### config.mk
export PLATFORM = sky130hd
export DESIGN_NAME = framebuffer_arbiter
export DESIGN_NICKNAME = d
export VERILOG_FILES = /design/src/rtl/framebuffer_arbiter.sv
export SDC_FILE = /design/constraint.sdc
export NUM_CORES = 1
export LEC_CHECK = 0
export CORE_MARGIN = 8
export CORE_UTILIZATION = 34
export CTS_CLUSTER_SIZE = 25
export DETAILED_ROUTE_END_ITERATION = 16
export GPL_ROUTABILITY_DRIVEN = 1
export PLACE_DENSITY = 0.93
export SLEW_MARGIN = 15
export SYNTH_ARGS = -nofsm -noshare
export SYNTH_HDL_FRONTEND = slang
export SYNTH_SLANG_ARGS = --single-unit
### constraint.sdc
create_clock -name clock -period 2.8 [get_ports clock]
set_input_delay 0.56 -clock clock [delete_from_list [all_inputs] [get_ports clock]]
set_output_delay 0.56 -clock clock [all_outputs]
set_load 0.01 [all_outputs]
### src/rtl/framebuffer_arbiter.sv
// framebuffer_arbiter: shares one single-port framebuffer RAM between scanout reads and renderer writes
//   Reads have priority; a write is forced after STARVE_LIMIT consecutive denied cycles.
//   Optional write buffer enabled by defining ARB_WRITE_FIFO_EN.
//   Ports: clock/reset; rdReq/rdAddr/rdGnt/rdValid/rdData (scanout);
//          wrReq/wrAddr/wrData/wrRdy/wrLevel (renderer);
//          memEn/memWe/memAddr/memWData/memRData (RAM side).
module framebuffer_arbiter #(
    parameter int ADDR_W       = 16,
    parameter int DATA_W       = 8,
    parameter int FIFO_DEPTH   = 4,
    parameter int STARVE_LIMIT = 8
) (
    input  logic              clock,
    input  logic              reset,
    input  logic              rdReq,
    input  logic [ADDR_W-1:0] rdAddr,
    output logic              rdGnt,
    output logic              rdValid,
    output logic [DATA_W-1:0] rdData,
    input  logic              wrReq,
    input  logic [ADDR_W-1:0] wrAddr,
    input  logic [DATA_W-1:0] wrData,
    output logic              wrRdy,
    output logic [2:0]        wrLevel,
    output logic              memEn,
    output logic              memWe,
    output logic [ADDR_W-1:0] memAddr,
    output logic [DATA_W-1:0] memWData,
    input  logic [DATA_W-1:0] memRData
);
    logic [7:0]        starveCnt;
    logic              wrPend, forceWr, rdWin, wrWin;
    logic [ADDR_W-1:0] headAddr;
    logic [DATA_W-1:0] headData;

`ifdef ARB_WRITE_FIFO_EN
    localparam int PW = $clog2(FIFO_DEPTH);
    logic [ADDR_W-1:0] fifoAddr [FIFO_DEPTH];
    logic [DATA_W-1:0] fifoData [FIFO_DEPTH];
    logic [PW:0]       headPtr, tailPtr, level;
    logic              push;
    // Pointers carry one extra wrap bit so full and empty are distinguishable.
    assign level    = tailPtr - headPtr;
    assign wrPend   = level != '0;
    assign wrRdy    = level != (PW+1)'(FIFO_DEPTH);
    assign push     = wrReq && wrRdy;
    assign wrLevel  = 3'(level);
    assign headAddr = fifoAddr[headPtr[PW-1:0]];
    assign headData = fifoData[headPtr[PW-1:0]];
    always_ff @(posedge clock) begin
        if (reset) begin
            headPtr <= '0;
            tailPtr <= '0;
        end else begin
            if (push) tailPtr <= tailPtr + 1'b1;
            if (wrWin) headPtr <= headPtr + 1'b1;
        end
    end
    always_ff @(posedge clock) begin
        if (push) begin
            fifoAddr[tailPtr[PW-1:0]] <= wrAddr;
            fifoData[tailPtr[PW-1:0]] <= wrData;
        end
    end
`else
    assign wrPend   = wrReq;
    assign wrRdy    = wrWin;
    assign wrLevel  = '0;
    assign headAddr = wrAddr;
    assign headData = wrData;
`endif

    assign forceWr  = wrPend && (starveCnt == 8'(STARVE_LIMIT));
    assign rdWin    = rdReq && !forceWr;
    assign wrWin    = !rdWin && wrPend;
    assign rdGnt    = rdWin;
    assign memEn    = rdWin || wrWin;
    assign memWe    = wrWin;
    assign memAddr  = rdWin ? rdAddr : (wrWin ? headAddr : '0);
    assign memWData = wrWin ? headData : '0;

    // Counter only advances while a write is actually waiting behind a read,
    // so it never exceeds STARVE_LIMIT: at the limit the write wins and clears it.
    always_ff @(posedge clock) begin
        if (reset || !wrPend || wrWin) starveCnt <= '0;
        else if (rdWin) starveCnt <= starveCnt + 8'd1;
    end

    // Read data is captured on the same edge that raises rdValid.
    always_ff @(posedge clock) begin
        if (reset) begin
            rdValid <= 1'b0;
            rdData  <= '0;
        end else begin
            rdValid <= rdGnt;
            if (rdGnt) rdData <= memRData;
        end
    end
endmodule
==> impl_metrics.csv <==
group,metric,value,unit
status,outcome,"finished, final reports clean",
global_route,met2_usage,23.5,%
min_path,hold_class,"reg -> reg",
place,dp_hpwl,3230,um
global_route,grt_pass1_wl,5740,um
global_route,track_usage,13.9,%
layout,layout.nets,262,
min_path,hold_path_depth,1,
power_and_ir_drop,total_power,0.608,mW
critical_path,worstPathMaxFanout,13,
layout,final_common_cell,"clkdlybuf4s50_1",
place,dpl_cell_area,0.00199,sq mm
sta,worst_hold_slack,0.475,ns
route,firstDrtPassIters,4,
min_path,holdCritStartpoint,"starveCnt[0]$_SDFFE_PP0P_",
route,drt_iter0_drc,48,
floorplanning,dieHeight,71.8,um
sta,fin_crit_sh,96.5,%
power_and_ir_drop,ir_worst_vdd,232,uV
synth,avgSynthCellArea,9.36,sq um
synth,synth_edf_count,0,
clock_network,cts.htree.levels,1,
clock_network,numClockSinks,17,
place,io_buffer_count,88,
synth,ys_warn_count,0,
route,drc,0,
global_route,antenna_found_initial,0,
clock_network,ctsHoldBuffers,0,
floorplanning,fp.dieW,71.8,um
sta,fin_crit,2.70,ns
clock_network,cts_buffers,3,
floorplanning,dieArea,0.00515,sq mm
global_route,grtUsageMet3,6.42,%
synth,dominantRegCellSynth,"dfxtp_1",
layout,multiInputGateArea,633,sq um
power_and_ir_drop,p_leak,0.889,nW
sta,hold_viol_final,0,
critical_path,critPathCaptureType,"output port",
critical_path,worst_setup_path_start_kind,"flip-flop",
global_route,overflow,0,
critical_path,r2r-end,"rdData[6]$_SDFFE_PP0P_",
clock_network,worstSkewPairLatency,0.29,ns
clock_network,root_buffer,"clkbuf_4",
synth,syn_inst,113,
route,wl_per_cell,16.2,um
critical_path,cp.arrival,2.14,ns
sta,skew,0.00265,ns
global_route,grt_pass1_vias,1118,
synth,synthAdderAreaFrac,2.37,%
clock_network,cts.clk_slew.worst_paths,0.10,ns
synth,synth_top_family_by_area,"simple AND/OR/NAND/NOR gates",
route,ant_nets,0,
global_route,grt_max_degree,27,
layout,drive_gt1_share,8.70,%
place,place_congestion,0.729,
global_route,top_usage_layer,"met2",
critical_path,reg2reg_slack,1.26,ns
layout,antennaDiodeCount,0,
synth,synth_seq_cells,17,
clock_network,clockBufferDepth,2,
sta,max_freq,0.370,GHz
synth,ys_async_sr_fraction,0,%
floorplanning,core_area,0.00300,sq mm
sta,setup_viol,0,
sta,drv_slew,0,
route,vias,1187,
min_path,min_to,"starveCnt[0]$_SDFFE_PP0P_",
route,drt-vias-per-instance,4.95,
floorplanning,ios,92,
global_route,grt_util_met1,15.1,%
sta,grt_setup_unrepaired,"false",
floorplanning,initial_core_util,35.2,%
synth,synthMuxAreaShare,7.57,%
synth,synth_compound_area_share,20.2,%
synth,synth-xor-area-share,2.49,%
critical_path,cp.required,2.24,ns
synth,synth_cell_type_count,29,
layout,synthToLayoutAreaGrowth,92.3,%
critical_path,crit_type,"reg -> out",
run,max-cap-violations,0,
synth,yosysSeqAreaShare,32.2,%
layout,regArea,340,sq um
layout,final_cell_mix,"63 x clkdlybuf4s50_1, 17 x dlygate4sd2_1, 17 x dfxtp_1",
critical_path,worstRegToRegCells,7,
route,drt-total-wl,3900,um
clock_network,cts_tree,"built",
synth,synthSimpleGateAreaFrac,25.9,%
critical_path,timing.rr.start,"starveCnt[0]$_SDFFE_PP0P_",
layout,design_area,0.00203,sq mm
synth,synth_area,0.00106,sq mm
power_and_ir_drop,power_density,299,mW/mm^2
layout,fill_cells,250,
floorplanning,rows,20,
through the flow:
stage	setup slack [ns]	cells	utilization, %	TNS, ns
2_1_floorplan	0.815	115	-	0
3_3_place_gp	-0.0451	234	66.1	-0.583
3_5_place_dp	-0.105	234	66.1	-1.13
4_1_cts	0.00118	238	66.2	0
5_1_grt	0.0317	240	67.7	0
6_report	0.0980	240	67.7	0
critical path, stage by stage (launching register included):
cell	delay, ns
dfxtp_1	0.39
inv_1	0.06
ha_1	0.21
and2_4	0.15
a32o_2	0.29
buf_4	0.15
clkbuf_16	0.15
a22o_1	0.17
dlygate4sd2_1	0.28
timing repair:
item                                    in CTS  in global routing
setup buffers                                0                  1
endpoints found under the hold margin        0                  0
gates cloned                                 0                  1
gates resized for setup                     23                  8
endpoints found under the setup margin      24                  2
area by class of cell:
class / count / area share (%)
repair buffers: 97 / 48.1
multi-input cells: 85 / 31.1
flip-flops and latches: 17 / 16.7
well taps: 33 / 2.03
clock buffers: 4 / 1.29
inverters: 4 / 0.738
layer usage:
layer	share of wire, %	up-vias
li1	-	580
met3	13	6
met4	0.97	0
met5	0	-
met1	42	523
met2	44	78
cells by family (layout without fill, tap and decap cells):
| kind of cell | Yosys count | after routing |
|---|---|---|
| AND/OR/NAND/NOR | 44 | 44 |
| AO/OA/AOI/OAI | 25 | 25 |
| flip-flops | 17 | 17 |
| buffers and inverters | 13 | 105 |
| multiplexers | 8 | 8 |
| XOR/XNOR | 3 | 3 |
| adder cells (fa/ha/maj) | 2 | 2 |
| other | 1 | 3 |
registers in the layout, indices dropped and copies added (netlist names):
name	cells
rdData	8
rdValid	1
starveCnt	8
synth_stat cells, types with 2 or more instances:
| master | instances | area [sq um] |
|---|---|---|
| o21ai_0 | 2 | 10.0 |
| nand3_1 | 4 | 20.0 |
| a22o_1 | 16 | 140 |
| dfxtp_1 | 17 | 340 |
| buf_6 | 4 | 45.0 |
| or3_1 | 2 | 12.5 |
| nand2b_1 | 16 | 100 |
| buf_4 | 4 | 30.0 |
| mux2i_1 | 8 | 80.1 |
| xor2_1 | 2 | 17.5 |
| inv_1 | 4 | 15.0 |
| ha_1 | 2 | 25.0 |
| and2_1 | 9 | 56.3 |
| nor2_1 | 6 | 22.5 |
| a21oi_1 | 3 | 15.0 |
how the worst max path moves through the flow:
stage	cells after the start	slack [ns]	startpoint	endpoint
3_5_place_dp	6	-0.10	wrReq	memWData[2]
4_1_cts	6	0.001	wrReq	memWData[4]
6_report	8	0.1	starveCnt[0]$_SDFFE_PP0P_	memAddr[2]
2_1_floorplan	6	0.82	starveCnt[0]$_SDFFE_PP0P_	memAddr[14]
5_1_grt	8	0.03	starveCnt[0]$_SDFFE_PP0P_	memAddr[0]
3_3_place_gp	6	-0.05	wrReq	memAddr[1]
power breakdown:
group | internal, mW | switching [mW]
sequential | 0.250 | 0.00447
clock | 0.0554 | 0.0778
combinational | 0.145 | 0.0754
(Power assumes the default switching activity.)
